**config.mk**
```make
export PLATFORM = sky130hd
export DESIGN_NAME = cpu_sequencer
export DESIGN_NICKNAME = d
export VERILOG_FILES = /design/src/rtl/cpu_seq_pkg.sv /design/src/rtl/cpu_seq_decode.sv /design/src/rtl/cpu_sequencer.sv
export SDC_FILE = /design/constraint.sdc
export NUM_CORES = 1
export LEC_CHECK = 0
export CAP_MARGIN = 20
export CORE_MARGIN = 5
export CORE_UTILIZATION = 44
export DETAILED_ROUTE_END_ITERATION = 7
export PLACE_DENSITY = 0.93
export SYNTH_ARGS = -nofsm -noshare
export SYNTH_HDL_FRONTEND = slang
export SYNTH_SLANG_ARGS = --single-unit
```
**constraint.sdc**
```tcl
create_clock -name clk -period 3.7 [get_ports clk]
set_input_delay 0.74 -clock clk [delete_from_list [all_inputs] [get_ports clk]]
set_output_delay 0.74 -clock clk [all_outputs]
set_load 0.005 [all_outputs]
```
**src/rtl/cpu_seq_pkg.sv**
```systemverilog
// rtl/cpu_seq_pkg.sv - opcodes, ALU selects, FSM state encoding and IR field slices for cpu_sequencer
package cpu_seq_pkg;

  // Instruction field slices of the 12-bit {opcode, K} word
  localparam int OPC_MSB = 11;
  localparam int OPC_LSB = 8;
  localparam int K_MSB   = 7;
  localparam int K_LSB   = 0;

  // Opcodes
  localparam logic [3:0] OP_NOP  = 4'h0;
  localparam logic [3:0] OP_LDK  = 4'h1;
  localparam logic [3:0] OP_LDM  = 4'h2;
  localparam logic [3:0] OP_STM  = 4'h3;
  localparam logic [3:0] OP_ADDK = 4'h4;
  localparam logic [3:0] OP_ADDM = 4'h5;
  localparam logic [3:0] OP_SUBK = 4'h6;
  localparam logic [3:0] OP_SUBM = 4'h7;
  localparam logic [3:0] OP_ANDK = 4'h8;
  localparam logic [3:0] OP_ORK  = 4'h9;
  localparam logic [3:0] OP_XORK = 4'hA;
  localparam logic [3:0] OP_JMP  = 4'hB;
  localparam logic [3:0] OP_JZ   = 4'hC;
  localparam logic [3:0] OP_JNZ  = 4'hD;
  localparam logic [3:0] OP_NOP2 = 4'hE;
  localparam logic [3:0] OP_HLT  = 4'hF;

  // ALU select codes
  localparam logic [2:0] ALU_PASSB = 3'b000;
  localparam logic [2:0] ALU_ADD   = 3'b001;
  localparam logic [2:0] ALU_SUB   = 3'b010;
  localparam logic [2:0] ALU_AND   = 3'b011;
  localparam logic [2:0] ALU_OR    = 3'b100;
  localparam logic [2:0] ALU_XOR   = 3'b101;

  // Branch conditions
  localparam logic [1:0] BR_ALWAYS = 2'd0;
  localparam logic [1:0] BR_Z      = 2'd1;
  localparam logic [1:0] BR_NZ     = 2'd2;

  // FSM state encoding
  localparam logic [2:0] ST_HALT   = 3'd0;
  localparam logic [2:0] ST_FETCH  = 3'd1;
  localparam logic [2:0] ST_DECODE = 3'd2;
  localparam logic [2:0] ST_EXEC   = 3'd3;
  localparam logic [2:0] ST_WB     = 3'd4;

endpackage

```
**src/rtl/cpu_seq_decode.sv**
```systemverilog
// rtl/cpu_seq_decode.sv - combinational opcode decoder for cpu_sequencer
import cpu_seq_pkg::*;

module cpu_seq_decode (
  input  logic [3:0] opcode,
  output logic [2:0] alu_sel,
  output logic       mem_sel,
  output logic       writes_acc,
  output logic       writes_ram,
  output logic       is_branch,
  output logic [1:0] br_cond,
  output logic       is_halt
);

  // Map each opcode to its datapath controls; unlisted opcodes behave as NOP
  always_comb begin
    alu_sel    = ALU_PASSB;
    mem_sel    = 1'b0;
    writes_acc = 1'b0;
    writes_ram = 1'b0;
    is_branch  = 1'b0;
    br_cond    = BR_ALWAYS;
    is_halt    = 1'b0;
    case (opcode)
      OP_LDK:  begin writes_acc = 1'b1; end
      OP_LDM:  begin writes_acc = 1'b1; mem_sel = 1'b1; end
      OP_STM:  begin writes_ram = 1'b1; end
      OP_ADDK: begin writes_acc = 1'b1; alu_sel = ALU_ADD; end
      OP_ADDM: begin writes_acc = 1'b1; alu_sel = ALU_ADD; mem_sel = 1'b1; end
      OP_SUBK: begin writes_acc = 1'b1; alu_sel = ALU_SUB; end
      OP_SUBM: begin writes_acc = 1'b1; alu_sel = ALU_SUB; mem_sel = 1'b1; end
      OP_ANDK: begin writes_acc = 1'b1; alu_sel = ALU_AND; end
      OP_ORK:  begin writes_acc = 1'b1; alu_sel = ALU_OR; end
      OP_XORK: begin writes_acc = 1'b1; alu_sel = ALU_XOR; end
      OP_JMP:  begin is_branch = 1'b1; br_cond = BR_ALWAYS; end
      OP_JZ:   begin is_branch = 1'b1; br_cond = BR_Z; end
      OP_JNZ:  begin is_branch = 1'b1; br_cond = BR_NZ; end
      OP_HLT:  begin is_halt = 1'b1; end
      default: begin end
    endcase
  end

endmodule

```
**src/rtl/cpu_sequencer.sv**
```systemverilog
// rtl/cpu_sequencer.sv - 4-cycle FETCH/DECODE/EXEC/WB controller with run/step/halt; BREAKPOINT_EN adds PC breakpoints
import cpu_seq_pkg::*;

module cpu_sequencer #(
  parameter int IW    = 12,
  parameter int DW    = 8,
  parameter int AW    = 8,
  parameter int CNT_W = 16
) (
  input  logic             clk,
  input  logic             reset,
  input  logic             run,
  input  logic             step,
  input  logic             halt_req,
  input  logic [IW-1:0]    instr,
  input  logic [DW-1:0]    alu_result,
  input  logic [AW-1:0]    pc,
  input  logic [AW-1:0]    bp_addr,
  input  logic             bp_valid,
  output logic [DW-1:0]    k_out,
  output logic [2:0]       alu_sel,
  output logic             mem_sel,
  output logic             acc_we,
  output logic             ram_we,
  output logic             pc_inc,
  output logic             pc_load,
  output logic             z_flag,
  output logic             halted,
  output logic             bp_hit,
  output logic [CNT_W-1:0] instr_cnt
);

  logic [2:0]    state;
  logic [2:0]    state_nxt;
  logic [IW-1:0] ir;
  logic          stop_seen;
  logic          step_mode;
  logic          bp_trip;
  logic          take_branch;
  logic          wb_stop;

  logic          writes_acc;
  logic          writes_ram;
  logic          is_branch;
  logic [1:0]    br_cond;
  logic          is_halt;

  cpu_seq_decode u_decode (
    .opcode     (ir[OPC_MSB:OPC_LSB]),
    .alu_sel    (alu_sel),
    .mem_sel    (mem_sel),
    .writes_acc (writes_acc),
    .writes_ram (writes_ram),
    .is_branch  (is_branch),
    .br_cond    (br_cond),
    .is_halt    (is_halt)
  );

  assign k_out  = ir[K_MSB:K_LSB];
  assign halted = (state == ST_HALT);

`ifdef BREAKPOINT_EN
  logic first_fetch;

  // Remember that the current FETCH came straight from HALT so a resume skips the check
  always_ff @(posedge clk) begin
    if (reset) first_fetch <= 1'b1;
    else       first_fetch <= (state == ST_HALT);
  end

  assign bp_trip = (state == ST_FETCH) && !first_fetch && bp_valid && (pc == bp_addr);
`else
  logic unused_bp;
  assign unused_bp = ^{pc, bp_addr, bp_valid};
  assign bp_trip   = 1'b0;
`endif

  assign bp_hit = bp_trip && !reset;

  assign take_branch = is_branch &&
                       ((br_cond == BR_ALWAYS) ||
                        ((br_cond == BR_Z)  &&  z_flag) ||
                        ((br_cond == BR_NZ) && !z_flag));

  assign wb_stop = is_halt || stop_seen || halt_req || step_mode || !run;

  // Per-state strobes; forced low while reset aborts the instruction
  always_comb begin
    acc_we  = 1'b0;
    ram_we  = 1'b0;
    pc_inc  = 1'b0;
    pc_load = 1'b0;
    if (!reset) begin
      case (state)
        ST_EXEC: begin
          acc_we = writes_acc;
          ram_we = writes_ram;
        end
        ST_WB: begin
          pc_load = take_branch;
          pc_inc  = !take_branch;
        end
        default: begin end
      endcase
    end
  end

  // Next-state selection for the instruction sequence
  always_comb begin
    state_nxt = ST_HALT;
    case (state)
      ST_HALT:   state_nxt = (run || step) ? ST_FETCH : ST_HALT;
      ST_FETCH:  state_nxt = bp_trip ? ST_HALT : ST_DECODE;
      ST_DECODE: state_nxt = ST_EXEC;
      ST_EXEC:   state_nxt = ST_WB;
      ST_WB:     state_nxt = wb_stop ? ST_HALT : ST_FETCH;
      default:   state_nxt = ST_HALT;
    endcase
  end

  // State, IR, zero flag and retired-instruction counter
  always_ff @(posedge clk) begin
    if (reset) begin
      state     <= ST_HALT;
      ir        <= '0;
      z_flag    <= 1'b0;
      instr_cnt <= '0;
    end else begin
      state <= state_nxt;
      if (state == ST_FETCH && !bp_trip) ir <= instr;
      if (state == ST_EXEC && writes_acc) z_flag <= (alu_result == '0);
      if (state == ST_WB) instr_cnt <= instr_cnt + 1'b1;
    end
  end

  // Sticky stop request and step-entry flag, both scoped to one instruction
  always_ff @(posedge clk) begin
    if (reset) begin
      stop_seen <= 1'b0;
      step_mode <= 1'b0;
    end else begin
      if (state == ST_HALT || state == ST_WB) stop_seen <= 1'b0;
      else if (halt_req)                      stop_seen <= 1'b1;
      if (state == ST_HALT) step_mode <= step && !run;
    end
  end

endmodule

```
# After elaboration in Yosys (flattened, before gate mapping)
# Index checks and enable logic that the tools add are counted.
# word_totals
input_bits	42
out_inout_bits	35
regBits	34
word_cells	70
# op_classes
n_reduce_logical	25
muxes	18
n_addsub	1
n_eq_ne	20
# op_table
operator	n
case mux 3 bit (5 select lines)	2
equality test 4 bit (second input constant)	7
adder 16 x 1 -> 16 bit (second input constant)	1
equality test 4 x 3 -> 1 bit (second input constant)	4
2-to-1 mux 1 bit	15
OR reduction 9 bit	1
equality test 4 x 2 -> 1 bit (second input constant)	2
zero test 8 bit	1
logical OR 1 bit	8
equality test 3 x 2 -> 1 bit (second input constant)	2
OR reduction 2 bit	3
OR reduction 3 bit	2
logical AND 1 bit	5
equality test 4 x 1 -> 1 bit (second input constant)	1
case mux 2 bit (2 select lines)	1
equality test 3 x 1 -> 1 bit (second input constant)	1
equality test 3 bit (second input constant)	1
zero test 1 bit	3
zero test 3 bit	1
equality test 2 x 1 -> 1 bit (second input constant)	1
equality test 2 bit (second input constant)	1
zero test 2 bit	1

# Logic depth before layout (Yosys ltp)
# Gate-level depths: netlist of run 1.
# logic_depth
ltp_word	10
ltp_mapped	6
depth_no_buf	4

# Hierarchy
# Synthesis of run 1 repeated with hierarchy kept, for this count alone.
# hier_totals
cells_unflattened	191
hier_area_um2	1657.8
# by_module_without_submodules
module	seq_area_each_um2	area_each_um2	n_inst	cells_each
cpu_sequencer	680.7	1521.5	1	169
cpu_seq_decode	0.0	136.4	1	22

# Worst setup path after synthesis of run 1
# OpenSTA, ideal clock, no wires.
# synth_path
path_kind	input-to-output
start	input port reset
end	output port ram_we
required_time_ns	2.960
path_buffers	1
setup_slack_ns	1.513
cell_stages	3
arrival_ns	1.447
cell_sequence	clkbuf_1 or2_2 nor4_1
# synth_via
elab_chain_len	1
# synth_lines
item	line	source
start, declared	cpu_sequencer.sv:11	input logic reset,
2-to-1 mux 1 bit	cpu_sequencer.sv:93	if (!reset) begin
end, declared	cpu_sequencer.sv:24	output logic ram_we,
# Every way passes these cells.

# Worst setup path in the final report of run 1
# Ends and elaborated chain as after synthesis.

==> results of run 1 <==
-- per-layer routing --
metal	up-vias	part of all wire (%)
li1	749	-
met1	690	42
met2	43	50
met3	4	6.9
met4	0	1.2
met5	-	0
-- cell usage after synthesis (3+ instances only) --
master / count / area share (%)
a21oi_1: 9 / 2.7
buf_4: 10 / 4.5
clkbuf_1: 9 / 2.0
dfxtp_1: 34 / 41
inv_1: 4 / 0.91
mux2i_1: 13 / 7.9
nand2_1: 9 / 2.0
nand2b_1: 3 / 1.1
nand3_1: 7 / 2.1
nand4_1: 5 / 1.9
nor2_1: 28 / 6.3
nor2b_1: 3 / 1.1
nor3_1: 8 / 2.4
nor4_1: 3 / 1.1
o31ai_1: 5 / 2.3
or4_1: 4 / 1.8
xnor2_1: 3 / 1.6
xor2_1: 8 / 4.2
-- worst max-delay path by stage --
stage	endpoint	depth (start not counted)	slack, ns
finish	ram_we	4	0.65
global route	ram_we	4	0.51
CTS	ram_we	4	0.64
detailed placement	ram_we	4	0.65
global placement	ram_we	4	0.72
floorplan	ram_we	3	1.51
-- cell families after synthesis --
| family | after synthesis | share of synthesized area [%] |
|---|---|---|
| mux | 14 | 8.53 |
| compound gates | 24 | 9.29 |
| simple gates | 82 | 25.8 |
| buf+inv | 25 | 8.46 |
| fa+ha+maj | 1 | 0.755 |
| flops | 34 | 41.1 |
| xor+xnor | 11 | 5.82 |
| other cells | 1 | 0.226 |
-- critical path, cell delays in order --
cell and delay (ns):
clkdlybuf4s50_1 0.43, or2_2 0.33, nor4_1 0.24, clkdlybuf4s50_1 0.57
-- state kept, by name (all words and copies together) (netlist names) --
| name | cells |
|---|---|
| instr_cnt | 16 |
| ir | 12 |
| state | 3 |
| step_mode | 1 |
| stop_seen | 1 |
| z_flag | 1 |
-- power by group --
group / leakage (µW) / total (µW) / switching (µW) / internal, µW
clock network: 0.0000575 / 319 / 131 / 188
registers: 0.000276 / 406 / 23.2 / 383
logic: 0.000492 / 137 / 54.3 / 82.8
-- through the flow --
stage                     instances  cell area [µm²]
after floorplan                 192             1660
after global placement          279             2190
after detailed placement        279             2190
after CTS                       287             2300
after global routing            288             2310
final                           288             2310
-- final cells by class --
class,count,area [µm²],area share (%)
multi-input combinational,133,841,36.3
inverter,4,15.0,0.649
sequential,34,681,29.4
tap,48,60.1,2.60
clock buffer,8,110,4.76
timing repair buffer,61,607,26.2
==> flow_summary.json, run 1 <==
{
  "arrival_ns": 2.31,
  "clock_tree.root_cell": "clkbuf_8",
  "finalSetupTns_ns": 0,
  "drt_iter0_markers": 87,
  "grt_use_met3_pct": 6.03,
  "cts_tree": "built",
  "h-tree-depth": 2,
  "final.setup_skew_ns": 0.00432,
  "powerDensity_mw_per_mm2": 373,
  "dp_hpwl_um": 2780,
  "antenna_cells": 0,
  "synth_cells": 192,
  "yosys_warnings": 0,
  "wirelength_um": 3770,
  "cts_buffer_depth": 2,
  "ctsHoldBuffers": 0,
  "fmax_mhz": 328,
  "setup.worst_path.start": "reset",
  "clkTransAtPathRegs_ns": 0.06,
  "startpoint_type": "primary input",
  "dp_worst_setup_slack_ns": 0.649,
  "syn_avg_cell_area_um2": 8.63,
  "drv_cap": 0,
  "synthFlopType": "dfxtp_1",
  "die-area_mm2": 0.00509,
  "reg2reg_slack_ns": 1.73,
  "grt.overflow.total": 0,
  "num_vias": 1486,
  "drive_gt1_share_pct": 7.50,
  "io_buffers": 58,
  "setup_viol": 0,
  "fin_crit_sh_pct": 82.5,
  "relSlewSlack_pct": 63.6,
  "start_util_pct": 45.2,
  "crit_required_ns": 2.96,
  "met2_usage_pct": 26.7,
  "antenna_left": 0,
  "grt_pass1_wl_um": 6310,
  "boundaryPins": 77,
  "syn_to_final_growth_pct": 39.7,
  "holdCritPathClass": "flip-flop to flip-flop",
  "track_usage_pct": 15.4,
  "grt_pass1_vias": 1420,
  "gr-usage-met1_pct": 17.4,
  "finalHoldViolations": 0,
  "setup_ws_ns": 0.647,
  "fin_util_pct": 63.2,
  "outcome": "finished clean",
  "viasPerCell": 5.16,
  "hold_end": "instr_cnt[12]",
  "peakVddDrop_uv": 362,
  "busiest_layer": "met2",
  "critPathCaptureType": "primary output",
  "dieWidth_um": 71.4,
  "ys_ff_latch": 34,
  "rows": 22,
  "min_from": "instr_cnt[12]",
  "p_total_uw": 863,
  "synthesis.area_mm2": 0.00166,
  "synth_seq_area_share_pct": 41.1,
  "maxSlewViolCount": 0,
  "holdPathStages": 2,
  "antenna_found_initial": 0,
  "fillers": 310,
  "path_max_fanout": 3,
  "tightest_slew_ns": 0.544,
  "p_leak_uw": 0.000826,
  "final_common_cell": "clkdlybuf4s50_1",
  "async_flop_share_pct": 0,
  "worstSetupPathType": "primary input to primary output",
  "r2r_start": "state[2]",
  "final_net_count": 282,
  "cts-buffers-inserted": 5,
  "drc": 0,
  "hold_slack_ns": 0.494,
  "syn_nets": 235,
  "routedWlPerCell_um": 13.1,
  "ctsResizeCount": 0,
  "grt_max_degree": 38,
  "core_area_mm2": 0.00366,
  "r2r-end": "instr_cnt[15]",
  "first_pass_iters": 4,
  "rsz0062_at_grt": "false",
  "cts.sinks": 34,
  "clkLatencyLatePin_ns": 0.29,
  "fin_crit_ns": 3.05,
  "layout_common_cells": "clkdlybuf4s50_1, dfxtp_1, nor2_1",
  "yosysUniqueCellTypes": 40,
  "die_height_um": 71.4,
  "postCtsSetupBuffers": 0,
  "synth-edff-count": 0,
  "r2r_cells": 5,
  "gp_congestion": 0.787
}
No activity file was read; power rests on OpenSTA's default activity.
==> run 2, diff against run 1 <==
Settings changed: CORE_UTILIZATION 44 to 37, PLACE_DENSITY 0.93 to 0.84.
Clock period 3.7 ns to 2.55 ns, I/O delays scaled along.
==> run 2 against run 1 <==
Clock skew down 0.00072 ns. Global-route usage decreased by 2.8 points. Setup slack lost 0.61 ns. Combinational power grew 44%. Worst hold slack worse by 0.0038 ns. Die area is 16% higher. Design area decreased by 0.27%. Sequential power increased by 45%. Critical endpoint unchanged. Largest cell class unchanged. Largest power group unchanged.
==> flow_summary.json, run 2 (same netlist as run 1, synthesis figures left out) <==
{
  "worstSetupPathType": "primary input to primary output",
  "cts_tree": "built",
  "clock_tree.root_cell": "clkbuf_8",
  "setup_viol": 0,
  "largest_register_ff_count": 16,
  "drive_gt1_share_pct": 9.17,
  "arrival_ns": 2.00,
  "cts_buffer_depth": 2,
  "p_int_uw": 886,
  "rsz0062_at_grt": "false",
  "drt_iter0_markers": 76,
  "fin_crit_ns": 2.51,
  "boundaryPins": 77,
  "postCtsSetupBuffers": 0,
  "clkPwrFrac_pct": 33.3,
  "die_height_um": 76.9,
  "grt_max_degree": 34,
  "first_pass_iters": 4,
  "r2r_cells": 5,
  "cts-buffers-inserted": 5,
  "finalSetupTns_ns": 0,
  "dieWidth_um": 76.9,
  "p_comb_share_pct": 16.7,
  "grt_pass1_vias": 1333,
  "rows": 24,
  "dp_hpwl_um": 2820,
  "path_cells": "clkdlybuf4s50_1 -> or2_2 -> nor4_1 -> clkdlybuf4s50_1",
  "final_net_count": 284,
  "grt_pass1_wl_um": 6090,
  "drv_cap": 0,
  "io_buffers": 58,
  "critPathBufInv": 2,
  "viasPerCell": 5.05,
  "worst_path_max_delay_cell": "clkdlybuf4s50_1",
  "wirelength_um": 3750,
  "setup_ws_ns": 0.0369,
  "path_max_fanout": 3,
  "grt.overflow.total": 0,
  "gp_congestion": 0.809,
  "h-tree-depth": 2,
  "crit_required_ns": 2.04,
  "path_common_cell": "clkdlybuf4s50_1",
  "fmax_mhz": 398,
  "core_area_mm2": 0.00435,
  "antenna_left": 0,
  "antenna_found_initial": 0,
  "p_leak_uw": 0.000822,
  "design_area_mm2": 0.00231,
  "powerDensity_mw_per_mm2": 511,
  "antenna_cells": 0,
  "fin_crit_sh_pct": 98.6,
  "regMostFlops": "instr_cnt",
  "die-area_mm2": 0.00592,
  "outcome": "finished clean",
  "reg.largest.list": "instr_cnt: 16 flops, ir: 12 flops, state: 3 flops",
  "drc": 0,
  "track_usage_pct": 12.6,
  "layout_common_cells": "clkdlybuf4s50_1, dfxtp_1, nor2_1",
  "start_util_pct": 38.0,
  "clkLatencyLatePin_ns": 0.29,
  "startpoint_type": "primary input",
  "cp.depth": 4,
  "place_area_mm2": 0.00222,
  "routedWlPerCell_um": 12.8,
  "cpPeakStageDelay_ns": 0.56,
  "final_common_cell": "clkdlybuf4s50_1",
  "peakVddDrop_uv": 346,
  "p_sw_uw": 293,
  "critical-path-top-delay-family": "buffers and inverters",
  "critPathCaptureType": "primary output",
  "syn_to_final_growth_pct": 39.3,
  "holdPathStages": 2,
  "cts.sinks": 34,
  "seq_power_share_pct": 50.0,
  "dp_worst_setup_slack_ns": 0.0516,
  "switching_share_pct": 24.9,
  "finalHoldViolations": 0,
  "final.setup_skew_ns": 0.00360,
  "num_vias": 1475,
  "hold_slack_ns": 0.490,
  "maxSlewViolCount": 0,
  "holdCritPathClass": "flip-flop to flip-flop",
  "clkTransAtPathRegs_ns": 0.06
}
-- run 2: cell types whose count changed in the layout (fill, tap and decap cells not counted) --
cell      before  now
dfxtp_2        0    4
dfxtp_1       34   30
clkbuf_8       8    6
buf_4          2    5
buf_6          1    0
-- run 2: worst reg2reg max path, cell delays in order, from the launching register on --
cell	delay (ns)
dfxtp_1	0.32
buf_4	0.16
nor4bb_1	0.40
nand3_2	0.21
nor4_1	0.38
mux2_2	0.37
-- run 2: final timing paths --
kind         slack (ns)     startpoint            end
max                0.04          reset         ram_we
min                0.49  instr_cnt[14]  instr_cnt[14]
max reg2reg        0.58       state[2]  instr_cnt[15]
min reg2reg        0.49  instr_cnt[14]  instr_cnt[14]
-- run 2: power groups by stage --
stage          Sequential (µW)  Combinational, µW  Clock, µW
3_3_place_gp               597                193          0
3_5_place_dp               600                198          0
5_1_grt                    593                216        432
4_1_cts                    588                200        403
6_report                   590                197        392
2_1_floorplan              578                137          0
-- run 2: routing by layer --
metal	routed length, µm	part of all wire [%]	GRT usage (%)	vias up
li1	-	-	-	754
met1	1520	41	14.1	666
met2	1750	47	19.7	49
met3	414	11	6.67	6
met4	60	1.6	5.77	0
met5	0	0	0	-
-- run 2: area by class of cell --
class / count / area [µm²]
Sequential cell: 34 / 686
Multi-Input combinational cell: 133 / 841
Fill cell: 395 / 2050
Inverter: 4 / 15.0
Timing Repair Buffer: 63 / 618
Clock buffer: 6 / 82.6
Tap cell: 52 / 65.1
-- run 2: repair_timing --
action	CTS	global route
resized for setup	0	4
hold buffers	0	0
endpoints found under the setup margin	0	4
-- run 2: stage by stage --
stage	std cells	total power [µW]	util, %
floorplan	192	715	-
global placement	286	791	51.0
detailed placement	286	798	51.0
CTS	292	1190	52.9
global route	292	1240	53.0
finish	292	1180	53.0
